===== src/rtl/regfile_writeback.sv =====
// rtl/regfile_writeback.sv - two-source write-back stage driving the register file write port
//
// Results from the ALU and the load unit arrive over valid/ready handshakes,
// are filtered (r0 and out-of-range addresses discarded), buffered in one
// FIFO per source, and drained one per cycle with round-robin arbitration
// into registered wr_* outputs. A per-register occupancy counter yields the
// pending-write mask used by issue to stall on outstanding writes.
//
// Ports:
//   clk, rst                      clock, synchronous active-high reset
//   alu_valid/ready/addr/data     ALU result handshake (6-bit addr)
//   mem_valid/ready/addr/data     load-unit result handshake (6-bit addr)
//   wr_enable/wr_addr/wr_data     registered register-file write port
//   pending[31:0]                 write to register i queued or in flight
//   addr_err                      sticky: accepted beat with addr >= 32
module regfile_writeback #(
    parameter int FIFO_DEPTH = 2,
    parameter int DATA_W     = 32
) (
    input  logic              clk,
    input  logic              rst,
    input  logic              alu_valid,
    output logic              alu_ready,
    input  logic [5:0]        alu_addr,
    input  logic [DATA_W-1:0] alu_data,
    input  logic              mem_valid,
    output logic              mem_ready,
    input  logic [5:0]        mem_addr,
    input  logic [DATA_W-1:0] mem_data,
    output logic              wr_enable,
    output logic [5:0]        wr_addr,
    output logic [DATA_W-1:0] wr_data,
    output logic [31:0]       pending,
    output logic              addr_err
);

    localparam int PW = $clog2(FIFO_DEPTH);
    // Entry is {5-bit register index, data}; only in-range addresses are stored.
    localparam int EW = 5 + DATA_W;
    // Counter must hold up to 2*FIFO_DEPTH+1 (both FIFOs plus the output stage).
    localparam int CW = $clog2(2 * FIFO_DEPTH + 2);
    localparam int SRC_ALU = 0;
    localparam int SRC_MEM = 1;

    typedef enum logic {
        GRANT_ALU = 1'b0,
        GRANT_MEM = 1'b1
    } grant_t;

    grant_t          last_grant;

    logic [EW-1:0]   fifo_mem   [2][FIFO_DEPTH];
    logic [PW-1:0]   wptr       [2];
    logic [PW-1:0]   rptr       [2];
    logic [PW:0]     count      [2];
    logic            push       [2];
    logic            pop        [2];
    logic            full       [2];
    logic            empty      [2];
    logic [EW-1:0]   push_entry [2];
    logic [EW-1:0]   head       [2];

    logic            alu_take;
    logic            mem_take;

    logic [CW-1:0]   cnt        [32];
    logic [CW-1:0]   cnt_next   [32];

    // Ready depends only on occupancy and reset, never on valid.
    assign alu_ready = !full[SRC_ALU] && !rst;
    assign mem_ready = !full[SRC_MEM] && !rst;
    assign alu_take  = alu_valid && alu_ready;
    assign mem_take  = mem_valid && mem_ready;

    always_comb begin
        push[SRC_ALU]       = alu_take && !alu_addr[5] && (alu_addr[4:0] != 5'd0);
        push[SRC_MEM]       = mem_take && !mem_addr[5] && (mem_addr[4:0] != 5'd0);
        push_entry[SRC_ALU] = {alu_addr[4:0], alu_data};
        push_entry[SRC_MEM] = {mem_addr[4:0], mem_data};
        for (int s = 0; s < 2; s++) begin
            full[s]  = (count[s] == (PW + 1)'(FIFO_DEPTH));
            empty[s] = (count[s] == '0);
            head[s]  = fifo_mem[s][rptr[s]];
        end
    end

    // Round-robin: under contention the source not granted last time wins.
    always_comb begin
        pop[SRC_ALU] = 1'b0;
        pop[SRC_MEM] = 1'b0;
        if (!empty[SRC_ALU] && !empty[SRC_MEM]) begin
            if (last_grant == GRANT_ALU) begin
                pop[SRC_MEM] = 1'b1;
            end else begin
                pop[SRC_ALU] = 1'b1;
            end
        end else if (!empty[SRC_ALU]) begin
            pop[SRC_ALU] = 1'b1;
        end else if (!empty[SRC_MEM]) begin
            pop[SRC_MEM] = 1'b1;
        end
    end

    always_ff @(posedge clk) begin
        if (rst) begin
            for (int s = 0; s < 2; s++) begin
                wptr[s]  <= '0;
                rptr[s]  <= '0;
                count[s] <= '0;
            end
        end else begin
            for (int s = 0; s < 2; s++) begin
                if (push[s]) begin
                    wptr[s] <= wptr[s] + PW'(1);
                end
                if (pop[s]) begin
                    rptr[s] <= rptr[s] + PW'(1);
                end
                if (push[s] && !pop[s]) begin
                    count[s] <= count[s] + (PW + 1)'(1);
                end else if (!push[s] && pop[s]) begin
                    count[s] <= count[s] - (PW + 1)'(1);
                end
            end
        end
    end

    // Storage needs no reset; occupancy is tracked by the pointers/count.
    always_ff @(posedge clk) begin
        for (int s = 0; s < 2; s++) begin
            if (push[s]) begin
                fifo_mem[s][wptr[s]] <= push_entry[s];
            end
        end
    end

    always_ff @(posedge clk) begin
        if (rst) begin
            wr_enable  <= 1'b0;
            wr_addr    <= '0;
            wr_data    <= '0;
            last_grant <= GRANT_ALU;
            addr_err   <= 1'b0;
        end else begin
            wr_enable <= pop[SRC_ALU] || pop[SRC_MEM];
            if (pop[SRC_ALU]) begin
                wr_addr    <= {1'b0, head[SRC_ALU][EW-1 -: 5]};
                wr_data    <= head[SRC_ALU][DATA_W-1:0];
                last_grant <= GRANT_ALU;
            end else if (pop[SRC_MEM]) begin
                wr_addr    <= {1'b0, head[SRC_MEM][EW-1 -: 5]};
                wr_data    <= head[SRC_MEM][DATA_W-1:0];
                last_grant <= GRANT_MEM;
            end
            if ((alu_take && alu_addr[5]) || (mem_take && mem_addr[5])) begin
                addr_err <= 1'b1;
            end
        end
    end

    // Both sources may enqueue the same register on one edge, so a counter
    // can step by +2; the commit of the registered write is the only decrement.
    always_comb begin
        for (int i = 0; i < 32; i++) begin
            cnt_next[i] = cnt[i];
            if (push[SRC_ALU] && (alu_addr[4:0] == 5'(i))) begin
                cnt_next[i] = cnt_next[i] + CW'(1);
            end
            if (push[SRC_MEM] && (mem_addr[4:0] == 5'(i))) begin
                cnt_next[i] = cnt_next[i] + CW'(1);
            end
            if (wr_enable && (wr_addr[4:0] == 5'(i))) begin
                cnt_next[i] = cnt_next[i] - CW'(1);
            end
            pending[i] = (cnt[i] != '0);
        end
    end

    always_ff @(posedge clk) begin
        if (rst) begin
            for (int i = 0; i < 32; i++) begin
                cnt[i] <= '0;
            end
        end else begin
            for (int i = 0; i < 32; i++) begin
                cnt[i] <= cnt_next[i];
            end
        end
    end

endmodule

===== config.mk =====
export PLATFORM = sky130hd
export DESIGN_NAME = regfile_writeback
export DESIGN_NICKNAME = d
export VERILOG_FILES = /design/src/rtl/regfile_writeback.sv
export SDC_FILE = /design/constraint.sdc
export NUM_CORES = 1
export LEC_CHECK = 0
export ABC_CLOCK_PERIOD_IN_PS = 5650
export CAP_MARGIN = 25
export CORE_MARGIN = 3
export CORE_UTILIZATION = 59
export CTS_BUF_LIST = sky130_fd_sc_hd__clkbuf_4 sky130_fd_sc_hd__clkbuf_8 sky130_fd_sc_hd__clkbuf_16
export CTS_CLUSTER_DIAMETER = 120
export DETAILED_ROUTE_END_ITERATION = 10
export PLACE_DENSITY = 0.91
export SLEW_MARGIN = 20
export SYNTH_ARGS = -nofsm -noshare
export SYNTH_HDL_FRONTEND = slang
export SYNTH_SLANG_ARGS = --single-unit

===== constraint.sdc =====
create_clock -name clk -period 5.65 [get_ports clk]
set_clock_uncertainty 0.15 [all_clocks]
set_input_delay 1.4125 -clock clk [delete_from_list [all_inputs] [get_ports clk]]
set_output_delay 1.4125 -clock clk [all_outputs]
set_load 0.005 [all_outputs]

# After elaboration in Yosys (flattened, before gate mapping)
# Memories as Yosys holds them, arrays and structs flattened.
# Cells that the tools add are included.
word_totals:
  reg_bits: 40
  ramBits: 252
  input_bits: 80
  out_inout_bits: 74
  wordCells: 613
  n_memories: 5
memory_table:
  columns: ["memory", "words", "word_bits", "read_ports", "rd_ports_with_merged_regs", "wr", "line_no", "text"]
  rows:
  - ["fifo_mem", 2, 74, 2, 0, 2, "52", "logic [EW-1:0] fifo_mem [2][FIFO_DEPTH];"]
  - ["cnt", 32, 3, 32, 0, 32, "66", "logic [CW-1:0] cnt [32];"]
  - ["count", 2, 2, 2, 0, 2, "55", "logic [PW:0] count [2];"]
  - ["rptr", 2, 1, 2, 0, 2, "54", "logic [PW-1:0] rptr [2];"]
  - ["wptr", 2, 1, 2, 0, 2, "53", "logic [PW-1:0] wptr [2];"]
classes:
  n_addsub: 104
  n_lt_le_gt_ge: 6
  n_eq_ne: 95
  n_mux: 187
  bitwise: 44
  n_reduce_logical: 167
op_table:
  columns: ["cell", "n"]
  rows:
  - ["3-bit 2-to-1 mux", 128]
  - ["37-bit 2-to-1 mux", 8]
  - ["5-bit == test (second input constant)", 48]
  - ["3-bit by 1-bit adder with 3-bit output (second input constant)", 64]
  - ["74-bit 2-to-1 mux", 2]
  - ["5-bit by 4-bit == test with 1-bit output (second input constant)", 24]
  - ["1-bit logical AND", 113]
  - ["3-bit nonzero test", 32]
  - ["3-bit by 1-bit subtractor with 3-bit output (second input constant)", 32]
  - ["37-bit demux with 1-bit select", 2]
  - ["32-bit 2-to-1 mux", 2]
  - ["5-bit by 3-bit == test with 1-bit output (second input constant)", 12]
  - ["1-bit OR", 40]
  - ["1-bit 2-to-1 mux", 38]
  - ["5-bit by 2-bit == test with 1-bit output (second input constant)", 6]
  - ["5-bit by 1-bit == test with 1-bit output (second input constant)", 3]
  - ["5-bit logical NOT", 3]
  - ["1-bit logical NOT", 11]
  - ["2-bit 2-to-1 mux", 5]
  - ["5-bit 2-to-1 mux", 2]
  - ["5-bit nonzero test", 2]
  - ["2-bit >= comparator (second input constant)", 4]
  - ["1-bit NOT with 2-bit output", 4]
  - ["1-bit adder (second input constant)", 4]
  - ["other kinds (8)", 14]

# Depth between registers and ports, before layout
# An unclocked memory read counts as a cell.
logic_depth:
  ltp_word: 14
  mapped_depth: 14
  mapped_depth_nobuf: 13

# Least setup slack after synthesis
# No wires, ideal clock.
synth_path:
  path_kind: "input -> register"
  startpoint: "in rst"
  endpoint: "mem fifo_mem[0][111] in the netlist's numbering (enable)"
  setup_time_ps: 431
  arrival_ps: 3981
  required_ps: 5069
  slack_ps: 1088
  cell_stages: 5
  n_path_buf: 2
  cell_sequence: "buf_6 > nor4b_1 > clkbuf_1 > o21ai_0 > nor2_1"
synth_rtl:
  columns: ["item", "line_no", "text"]
  rows:
  - ["start, declared", "21", "input logic rst,"]
  - ["end, declared", "52", null]

==> impl_results.md <==
* R2r worst-path depth at 11
* Final std cells w/o fill at ~2.3k
* Crit Path Class: in -> reg
* Remaining DRCs at 0
* Predominant post-synthesis flop cell: edfxtp_1
* Post-synthesis cell area at 0.01736 sq mm
* Mapped Cells at 1736
* GRT overflow at 0
* Clock Tree Buf Depth at 3
* Area grow syn2layout at 18.34%
* Fillers at between 1.5k and 2k
* Die Y at roughly 180 um
* Core area at just under 0.03 sq mm
* Delay-heaviest family, CP: simple AND/OR/NAND/NOR gates
* WL per Instance at between 20 and 25 um
* PwrDens at 370.0 mW/mm^2
* Setup Buffers After CTS at 0
* Syn avg cell area at approximately 10 sq um
* Element type at the critical path end: flop
* Minimum clock period at roughly 4.6 ns
* Routed WL at 50320 um
* Final Hold Viols at 0
* Net count of the mapped netlist at 1937
* CP max stage cell: clkdlybuf4s50_1
* WP buf/inv at 2
* Placed Cells at around 2.2k
* CP max FO at 11
* Final period utilization at about four fifths
* Initial core utilization at 60.17%
* # Max-Cap Violations at 0
* Post-synth cell types at between 70 and 80
* Setup TNS at 0 ns
* Final ANT Viol Nets at 0
* Synth warn at 0
* Worst Hold Depth at 2
* Sink Count at 292
* Iter 0 DRT Violations at 1438
* Overall routing resource usage at a little under a third
* Detailed-placement wirelength estimate at ~35000 um
* Worst setup SP type: input pin
* Std cell rows at a little over 60
* Pre-Repair DR Iteration Count at 8
* Max-slew violation count at 0
* CTS tree: done
* Die width at between 150 and 200 um
* Crit-path max cell delay at 0.81 ns
* Static Leak at just over 0.008 uW
* I/O Pins at roughly 150
* IO buf count at approximately 150
* Vias in the first global route at 14.93k
* Hold/Removal Path Class: reg -> reg
* CP cell instances: clkdlybuf4s50_1, nand2_1, nor4_2, mux2i_1, inv_1, ha_1, nor2_1, or2_2, ha_1, and3_1, xnor2_1, xnor2_1, mux2i_1
* Final nets at slightly above 2k
* CTS buffer count at 30
* Critical path depth at 13
* DR vias at between 10k and 15k
* Endpoints failing setup at 0
* Ratio of cells with drive above 1 in the final layout at under 10%
* CTS root buffer: clkbuf_16
* Largest net degree at the start of global routing at 60
* CTS H-Tree Depth at 1
* EDFF count, synth at roughly 160
* Hold-fix buffers, CTS at 0
* Worst EP required at 6.00 ns
* Top area cells in the synthesized netlist: edfxtp_1 (27%), dfxtp_1 (16%), ha_1 (8.7%)
* Max-slew headroom at 29.83%
* Peak supply drop at 391.5 uV
* Initial antenna violation count at 5
* First-pass GRT wire length at between 70000 and 80000 um
* Yosys reg bits at between 200 and 300
* Cells resized by post-CTS repair at 0
* Post-synthesis sequential area ratio at around 43%
* Arr. time, crit path at between 4 and 5 ns
* Fin util at 71.21%
* Vias per cell at around 6.3
* Worst-skew pair later-pin latency at around 0.57 ns
* GPL Wtd Cong at between 0.9 and 1
* Top cell type's share of synthesized area at between 20% and 30%
* RSZ-0062 raised after global routing: false
* Ys async rst share at 0%
* Clock Pin Slew Worst Setup and Hold Paths at ~0.060 ns
* Top cell type by total area after synthesis: edfxtp_1
* Die ar. at 0.03153 sq mm
* Measured slew at the worst slew-check pin at ~1.1 ns
* Status: finished, final reports clean
* Achievable frequency at approximately 220 MHz
per-layer routing:
layer  vias to the layer above  wire length, um  track usage, %
met5                         -               30               0
met4                         6             2473           15.80
met3                       209             5841           8.002
met2                       909            23980           52.82
met1                      6803            17990           37.86
li1                       6470                -               -
cell families after synthesis:
logic type | after synthesis | synth area share [%]
AO/OA/AOI/OAI | 225 | 8.690
XOR/XNOR | 126 | 8.142
adder cells (fa/ha/maj) | 121 | 8.719
buffers and inverters | 193 | 4.410
flip-flops | 292 | 42.66
multiplexers | 125 | 7.343
other | 1 | 0.02160
AND/OR/NAND/NOR | 653 | 20.02
cell type report:
cell class / count / area [sq um] / area share, %
Antenna cell: 1 / 2.502 / 0.01218
Inverter: 93 / 349.1 / 1.699
Tap cell: 384 / 480.5 / 2.338
Clock buffer: 37 / 827.0 / 4.025
Multi-Input combinational cell: 1251 / 9235 / 44.94
Timing Repair Buffer: 204 / 1973 / 9.602
Clock inverter: 19 / 274.0 / 1.333
Sequential cell: 292 / 7407 / 36.05
metrics by stage:
step | setup slack, ns | instance area [sq um] | power, uW | hold slack, ns
after detailed placement | 0.5743 | 19380 | 5286 | 0.3418
after global routing | 0.8558 | 20550 | 7909 | 0.3757
after global placement | 0.7181 | 19370 | 5137 | 0.3240
after CTS | 1.158 | 20480 | 7519 | 0.3539
after floorplan | 1.088 | 17360 | 4233 | 0.2880
final | 1.066 | 20550 | 7602 | 0.3507
state kept, by name, summed over array words and instances (netlist names):
signal	count
count	4
cnt	96
last_grant	1
wr_enable	1
fifo_mem	148
wptr	2
wr_addr	5
wr_data	32
addr_err	1
rptr	2
tightest hold or removal path: stages, from the launching register on:
cell and delay [ns]:
dfxtp_1 0.33, a21oi_1 0.06, nor2_1 0.07
power breakdown:
group | leakage [uW] | total, uW | switching [uW] | internal [uW]
Sequential | 0.00253 | 2760 | 259 | 2500
Combinational | 0.00502 | 2630 | 1540 | 1090
Clock | 0.000531 | 2220 | 863 | 1360
worst paths after layout:
path              slack [ns]         end        start
setup / recovery        1.07  cnt[1][47]  alu_addr[3]
hold / removal          0.35  wr_data[7]   wr_data[7]
setup reg to reg        1.73  cnt[1][41]  count[1][1]
hold reg to reg         0.35  wr_data[7]   wr_data[7]
layout by cell type, fill, tap and decap left out, types with 44 or more instances in the layout:
master	synthesis	routed
a21oi_1	44	44
nand3_1	82	82
mux2i_1	106	106
xnor2_1	62	62
dfxtp_1	136	136
clkdlybuf4s50_1	0	151
nand2_1	140	140
buf_4	3	47
ha_1	121	121
edfxtp_1	156	156
nor2_1	148	146
inv_1	93	92
o21ai_0	45	45
synth_stat cells, types with 10 or more instances:
cell / instances
mux2_2: 19
nand4_1: 32
nor3_1: 29
nor4_2: 10
buf_2: 11
clkbuf_1: 72
ha_1: 121
xnor3_1: 22
inv_1: 93
nand2b_1: 43
and3_1: 22
nand2_1: 140
nor2b_1: 31
edfxtp_1: 156
xnor2_1: 62
nor4_1: 16
and2_1: 28
a21oi_1: 44
o21ai_0: 45
xor2_1: 41
buf_1: 11
nand3_1: 82
a22oi_1: 21
or2_2: 19
a211oi_1: 35
mux2i_1: 106
nor2_1: 148
dfxtp_1: 136
Note: power is estimated with default switching activity, not from simulation.
